File: src/rtl/mem_access_if.sv
// Request/response and DataMemory bus for mem_access_unit.
// The slave side belongs to the unit; the master side is the pipeline/memory environment.
interface mem_access_if #(
    parameter int ADDR_WIDTH = 10
);
    logic                  req_valid;
    logic                  req_load;
    logic                  req_store;
    logic [1:0]            req_size;
    logic                  req_unsigned;
    logic [31:0]           req_addr;
    logic [31:0]           req_wdata;
    logic                  stall;
    logic [31:0]           rdata;
    logic                  rdata_valid;
    logic                  done;
    logic                  err;
    logic                  mem_load;
    logic                  mem_store;
    logic [ADDR_WIDTH-1:0] mem_addr;
    logic [31:0]           mem_wdata;
    logic [31:0]           mem_rdata;

    modport slave (
        input  req_valid, req_load, req_store, req_size, req_unsigned, req_addr, req_wdata,
        input  mem_rdata,
        output stall, rdata, rdata_valid, done, err,
        output mem_load, mem_store, mem_addr, mem_wdata
    );

    modport master (
        output req_valid, req_load, req_store, req_size, req_unsigned, req_addr, req_wdata,
        output mem_rdata,
        input  stall, rdata, rdata_valid, done, err,
        input  mem_load, mem_store, mem_addr, mem_wdata
    );
endinterface

File: src/rtl/mem_access_unit.sv
// MIPS load/store front end for a word-wide DataMemory: lane extraction/extension,
// big-endian sub-word stores as a stalled 2-cycle read-modify-write, and error flagging.
module mem_access_unit #(
    parameter int ADDR_WIDTH = 10
) (
    input  logic         clk,
    input  logic         reset,
    mem_access_if.slave  bus
);
    localparam int AW = ADDR_WIDTH;

    typedef enum logic {IDLE, WRITE} state_t;
    state_t state, state_nxt;

    function automatic logic [31:0] extend_load(input logic [31:0] word, input logic [1:0] size,
                                                input logic [1:0] off, input logic uns);
        logic signed [7:0]  b;
        logic signed [15:0] h;
        logic [31:0]        r;
        case (off)
            2'd0:    b = word[31:24];
            2'd1:    b = word[23:16];
            2'd2:    b = word[15:8];
            default: b = word[7:0];
        endcase
        h = off[1] ? word[15:0] : word[31:16];
        case (size)
            2'b00:   r = uns ? {24'd0, b} : 32'(b);
            2'b01:   r = uns ? {16'd0, h} : 32'(h);
            default: r = word;
        endcase
        return r;
    endfunction

    function automatic logic [31:0] merge_store(input logic [31:0] word, input logic [1:0] size,
                                                input logic [1:0] off, input logic [31:0] wd);
        logic [31:0] r;
        r = word;
        if (size == 2'b01) begin
            if (off[1]) r[15:0]  = wd[15:0];
            else        r[31:16] = wd[15:0];
        end else begin
            case (off)
                2'd0:    r[31:24] = wd[7:0];
                2'd1:    r[23:16] = wd[7:0];
                2'd2:    r[15:8]  = wd[7:0];
                default: r[7:0]   = wd[7:0];
            endcase
        end
        return r;
    endfunction

    logic          accept, bad;
    logic          mem_load, mem_store, stall;
    logic [AW-1:0] mem_addr;
    logic [31:0]   mem_wdata;

    // stage p0: decode request, drive memory, extract/merge
    logic          vld_p0, done_p0, err_p0;
    logic [31:0]   rdata_p0, merge_p0;

    assign accept = bus.req_valid & (bus.req_load | bus.req_store);
    assign bad    = (bus.req_load & bus.req_store)
                  | (bus.req_size == 2'b11)
                  | ((bus.req_size == 2'b01) & bus.req_addr[0])
                  | ((bus.req_size == 2'b10) & (bus.req_addr[1:0] != 2'b00))
                  | (bus.req_addr[31:AW+2] != '0);

    assign rdata_p0 = extend_load(bus.mem_rdata, bus.req_size, bus.req_addr[1:0], bus.req_unsigned);
    assign merge_p0 = merge_store(bus.mem_rdata, bus.req_size, bus.req_addr[1:0], bus.req_wdata);

    // stage p1: registered results and RMW latches
    logic          vld_p1, done_p1, err_p1;
    logic [31:0]   rdata_p1, wdata_p1;
    logic [AW-1:0] addr_p1;

    always_comb begin
        state_nxt = state;
        mem_load  = 1'b0;
        mem_store = 1'b0;
        mem_addr  = bus.req_addr[AW+1:2];
        mem_wdata = '0;
        stall     = 1'b0;
        vld_p0    = 1'b0;
        done_p0   = 1'b0;
        err_p0    = 1'b0;
        case (state)
            IDLE: begin
                if (accept) begin
                    if (bad) begin
                        err_p0  = 1'b1;
                        done_p0 = 1'b1;
                    end else if (bus.req_load) begin
                        mem_load = 1'b1;
                        vld_p0   = 1'b1;
                        done_p0  = 1'b1;
                    end else if (bus.req_size == 2'b10) begin
                        mem_store = 1'b1;
                        mem_wdata = bus.req_wdata;
                        done_p0   = 1'b1;
                    end else begin
                        mem_load  = 1'b1;
                        stall     = 1'b1;
                        state_nxt = WRITE;
                    end
                end
            end
            WRITE: begin
                mem_store = 1'b1;
                mem_addr  = addr_p1;
                mem_wdata = wdata_p1;
                done_p0   = 1'b1;
                state_nxt = IDLE;
            end
            default: state_nxt = IDLE;
        endcase
        // Reset must never let a half-finished RMW touch memory.
        if (reset) begin
            mem_load  = 1'b0;
            mem_store = 1'b0;
            mem_wdata = '0;
            stall     = 1'b0;
        end
    end

    always_ff @(posedge clk) begin
        if (reset) begin
            state    <= IDLE;
            vld_p1   <= 1'b0;
            done_p1  <= 1'b0;
            err_p1   <= 1'b0;
            rdata_p1 <= '0;
        end else begin
            state   <= state_nxt;
            vld_p1  <= vld_p0;
            done_p1 <= done_p0;
            err_p1  <= err_p0;
            if (vld_p0) rdata_p1 <= rdata_p0;
        end
    end

    always_ff @(posedge clk) begin
        if (stall) begin
            wdata_p1 <= merge_p0;
            addr_p1  <= mem_addr;
        end
    end

    assign bus.mem_load    = mem_load;
    assign bus.mem_store   = mem_store;
    assign bus.mem_addr    = mem_addr;
    assign bus.mem_wdata   = mem_wdata;
    assign bus.stall       = stall;
    assign bus.rdata       = rdata_p1;
    assign bus.rdata_valid = vld_p1;
    assign bus.done        = done_p1;
    assign bus.err         = err_p1;
endmodule

File: src/flat_wrapper.sv
// flat-port wrapper written by rule: the top's interface ports become plain ports
module mem_access_unit_flat 
#(
    parameter int ADDR_WIDTH = 10
)
  (clk, reset, bus_req_valid, bus_req_load, bus_req_store, bus_req_size, bus_req_unsigned, bus_req_addr, bus_req_wdata, bus_mem_rdata, bus_stall, bus_rdata, bus_rdata_valid, bus_done, bus_err, bus_mem_load, bus_mem_store, bus_mem_addr, bus_mem_wdata);
  mem_access_if #(.ADDR_WIDTH(ADDR_WIDTH)) bus_i ();
  input  logic clk;
  input  logic reset;
  input wire logic [$bits(bus_i.req_valid)-1:0] bus_req_valid;
  input wire logic [$bits(bus_i.req_load)-1:0] bus_req_load;
  input wire logic [$bits(bus_i.req_store)-1:0] bus_req_store;
  input wire logic [$bits(bus_i.req_size)-1:0] bus_req_size;
  input wire logic [$bits(bus_i.req_unsigned)-1:0] bus_req_unsigned;
  input wire logic [$bits(bus_i.req_addr)-1:0] bus_req_addr;
  input wire logic [$bits(bus_i.req_wdata)-1:0] bus_req_wdata;
  input wire logic [$bits(bus_i.mem_rdata)-1:0] bus_mem_rdata;
  output wire logic [$bits(bus_i.stall)-1:0] bus_stall;
  output wire logic [$bits(bus_i.rdata)-1:0] bus_rdata;
  output wire logic [$bits(bus_i.rdata_valid)-1:0] bus_rdata_valid;
  output wire logic [$bits(bus_i.done)-1:0] bus_done;
  output wire logic [$bits(bus_i.err)-1:0] bus_err;
  output wire logic [$bits(bus_i.mem_load)-1:0] bus_mem_load;
  output wire logic [$bits(bus_i.mem_store)-1:0] bus_mem_store;
  output wire logic [$bits(bus_i.mem_addr)-1:0] bus_mem_addr;
  output wire logic [$bits(bus_i.mem_wdata)-1:0] bus_mem_wdata;
  assign bus_i.req_valid = bus_req_valid;
  assign bus_i.req_load = bus_req_load;
  assign bus_i.req_store = bus_req_store;
  assign bus_i.req_size = bus_req_size;
  assign bus_i.req_unsigned = bus_req_unsigned;
  assign bus_i.req_addr = bus_req_addr;
  assign bus_i.req_wdata = bus_req_wdata;
  assign bus_i.mem_rdata = bus_mem_rdata;
  assign bus_stall = bus_i.stall;
  assign bus_rdata = bus_i.rdata;
  assign bus_rdata_valid = bus_i.rdata_valid;
  assign bus_done = bus_i.done;
  assign bus_err = bus_i.err;
  assign bus_mem_load = bus_i.mem_load;
  assign bus_mem_store = bus_i.mem_store;
  assign bus_mem_addr = bus_i.mem_addr;
  assign bus_mem_wdata = bus_i.mem_wdata;
  mem_access_unit #(.ADDR_WIDTH(ADDR_WIDTH)) u_core (.clk(clk), .reset(reset), .bus(bus_i));
endmodule
File: config.mk
export PLATFORM = sky130hd
export DESIGN_NAME = mem_access_unit_flat
export DESIGN_NICKNAME = d
export VERILOG_FILES = /design/src/rtl/mem_access_if.sv /design/src/rtl/mem_access_unit.sv /design/src/flat_wrapper.sv
export SDC_FILE = /design/constraint.sdc
export NUM_CORES = 1
export LEC_CHECK = 0
export CORE_MARGIN = 2
export CORE_UTILIZATION = 35
export DETAILED_ROUTE_END_ITERATION = 7
export GPL_ROUTABILITY_DRIVEN = 0
export MAX_ROUTING_LAYER = met4
export PLACE_DENSITY = 0.68
export RECOVER_POWER = 25
export REMOVE_ABC_BUFFERS = 1
export SYNTH_ARGS = -nofsm -noshare
export SYNTH_HDL_FRONTEND = slang
export SYNTH_SLANG_ARGS = --single-unit
export TNS_END_PERCENT = 50
File: constraint.sdc
create_clock -name clk -period 4.23 [get_ports clk]
set_input_delay 0.423 -clock clk [delete_from_list [all_inputs] [get_ports clk]]
set_output_delay 0.423 -clock clk [all_outputs]
set_load 0.01 [all_outputs]
==> impl_metrics.env <==
export IMPL_tns_ps=0
export IMPL_n_antenna_cell=0
export IMPL_power_frac_comb=0.148
export IMPL_finalInstanceArea_sq_um=6410
export IMPL_power_switching_uw=423
export IMPL_swShare=0.232
export IMPL_synth_cell_types=52
export IMPL_core_sq_um=11900
export IMPL_dp_hpwl_um=10600
export IMPL_cp_data_arrival_time_ps=3150
export IMPL_critPathMaxStageDelay_ps=740
export IMPL_clock_sinks=78
export IMPL_outcome="completed"
export IMPL_maxSlewViolCount=0
export IMPL_worstPathMaxFanout=32
export IMPL_via_per_inst=5.47
export IMPL_start_kind="primary input"
export IMPL_path_class="in2out"
export IMPL_pwr_share_seq=0.440
export IMPL_yosys_warnings=0
export IMPL_slew_limit_headroom=0.341
export IMPL_antenna_found_initial=0
export IMPL_grt_max_degree=43
export IMPL_yosysMostFrequentCell="edfxtp_1"
export IMPL_cts_hold_buf=0
export IMPL_synth_top_cell_area_share=0.297
export IMPL_rows=40
export IMPL_crit_slowest_cell="dlygate4sd3_1"
export IMPL_syn_cell_area_sq_um=4250
export IMPL_skew_ps=3.94
export IMPL_first_global_vias=3936
export IMPL_clock_fmax_ghz=0.280
export IMPL_cts_setup_buffers=0
export IMPL_cts_buffers=9
export IMPL_htreeDepth=3
export IMPL_timing_final_crit_share=0.845
export IMPL_fin_ws_ps=654
export IMPL_drt_first_iter_violations=317
export IMPL_via_count=3907
export IMPL_synthTopCellsByArea="edfxtp_1 30%, dfxtp_1 17%, mux2_2 8.5%, a22o_1 6.6%, a211oi_2 4.4%"
export IMPL_die_w_um=114
export IMPL_syn_instance_count=388
export IMPL_dp_slack_ps=761
export IMPL_power_leakage_uw=0.00229
export IMPL_synth_yosys_seq_area_share=0.467
export IMPL_die_area_sq_um=13000
export IMPL_synthFlopType="edfxtp_1"
export IMPL_areaGrowthSynthToFinish_pct=50.8
export IMPL_io_pins=184
export IMPL_hold_class="reg2reg"
export IMPL_p_int_uw=1400
export IMPL_required_ps=3810
export IMPL_whs_ps=458
export IMPL_cts_resized=0
export IMPL_power_density_nw_per_um2=284
export IMPL_grt_ovfl_total=0
export IMPL_avgSynthCellArea_sq_um=10.9
export IMPL_dpl_instance_area_sq_um=6130
export IMPL_worst_pin_slew_ps=989
export IMPL_drcViolationCount=0
export IMPL_final_nets=666
export IMPL_cts_clk_slew_worst_paths_ps=60
export IMPL_period_needed_ps=3580
export IMPL_hold_viol=0
export IMPL_peakVddDrop_v=0.000172
export IMPL_root_buffer="clkbuf_16"
export IMPL_synth_top_area_cell="edfxtp_1"
export IMPL_start_util=0.357
export IMPL_synth_edf_count=42
export IMPL_clockPowerShare=0.412
export IMPL_tritoncts="done"
export IMPL_netlist_top_cells_count="42 x edfxtp_1, 38 x nand2_1, 36 x dfxtp_1, 36 x nor2_1"
export IMPL_ys_ff_latch=78
export IMPL_drt_antenna_violating_nets=0
export IMPL_crit_path_end_kind="primary output"
export IMPL_finalSetupViolCount=0
export IMPL_reg2reg_setup_slack_ps=2070
export IMPL_port_buffers=183
export IMPL_async_flop_share=0
export IMPL_drt_total_wl_um=14300
export IMPL_die_h_um=114
export IMPL_clockBufferDepth=2
export IMPL_drive_above_1_share=0.148
export IMPL_final_util=0.538
export IMPL_avgRoutedWirePerCell_um=20.0
export IMPL_clock_latency_ps=330
export IMPL_crit_chain="dlygate4sd3_1, a21oi_1, o211a_1, nand3_1, nor2_2, buf_4, a22o_1, clkdlybuf4s50_1"
export IMPL_grt_usage=0.222
export IMPL_drtPass1Iterations=5
export IMPL_max_cap_viol_count=0
export IMPL_rsz0062_at_grt="false"
export IMPL_grt_pass1_wl_um=21700
[kinds of logic after synthesis]
kind of cell / count (synthesis) / synth area share
mux: 35 / 0.0981
simple gates: 103 / 0.125
flops: 78 / 0.467
fa+ha+maj: 1 / 0.00236
buf+inv: 40 / 0.0580
compound gates: 131 / 0.250
[flip-flops by register name (all words and copies together), names as in the netlist]
register / cells
u_core.addr_p1: 10
u_core.bus.done: 1
u_core.bus.err: 1
u_core.bus.rdata: 32
u_core.bus.rdata_valid: 1
u_core.state: 1
u_core.wdata_p1: 32
[worst paths after layout]
path / start / end / cells after the start
max: bus_req_size[0] / bus_mem_wdata[12] / 8
min: u_core.bus.rdata[0] / u_core.bus.rdata[0] / 2
max reg2reg: u_core.state / u_core.bus.rdata[26] / 4
min reg2reg: u_core.bus.rdata[0] / u_core.bus.rdata[0] / 2
[layout make-up]
| type | instances | area, sq um |
|---|---|---|
| inverter | 12 | 45.0 |
| clock inverter | 5 | 50.0 |
| clock buffer | 11 | 233 |
| fill | 1076 | 5510 |
| multi-input combinational | 270 | 2030 |
| timing repair buffer | 191 | 1890 |
| tap | 147 | 184 |
| sequential | 78 | 1980 |
[power by group through the flow]
stage,Sequential [uW],Clock [uW],Combinational (uW)
3_3_place_gp,818,0,263
4_1_cts,802,757,269
6_report,802,750,270
5_1_grt,801,789,289
2_1_floorplan,818,0,91.8
3_5_place_dp,818,0,267
[through the flow]
step	total power (uW)	cells
2_1_floorplan	910	360
3_3_place_gp	1080	698
3_5_place_dp	1090	698
4_1_cts	1830	714
5_1_grt	1880	714
6_report	1820	714
[per-layer routing]
| layer | track usage | up-vias | part of all wire |
|---|---|---|---|
| li1 | - | 1834 | - |
| met1 | 0.284 | 1876 | 0.43 |
| met2 | 0.364 | 173 | 0.50 |
| met3 | 0.0281 | 24 | 0.048 |
| met4 | 0.0789 | 0 | 0.018 |
| met5 | - | - | 0 |
[placed cells by master (no fill, tap or decap), types with 4 or more instances in the layout]
cell / Yosys / routed
a211o_1: 4 / 4
a211oi_1: 10 / 10
a211oi_2: 15 / 15
a21oi_1: 9 / 10
a21oi_2: 5 / 4
a22o_1: 32 / 32
a22oi_1: 16 / 16
buf_4: 8 / 8
clkbuf_16: 0 / 9
clkdlybuf4s50_1: 0 / 146
dfxtp_1: 36 / 36
dlygate4sd3_1: 0 / 36
edfxtp_1: 42 / 42
inv_1: 11 / 11
mux2_1: 1 / 9
mux2_2: 32 / 24
nand2_1: 38 / 38
nor2_1: 36 / 34
nor4_2: 4 / 4
o21ai_0: 9 / 9
o22ai_1: 22 / 22
[critical path, delay by kind of cell]
family / cells / cell delay [ps]
AOI/OAI and AO/OA: 3 / 700
buffers and inverters: 3 / 1620
and+or+nand+nor: 2 / 390
Note: power is estimated with default switching activity, not from simulation.
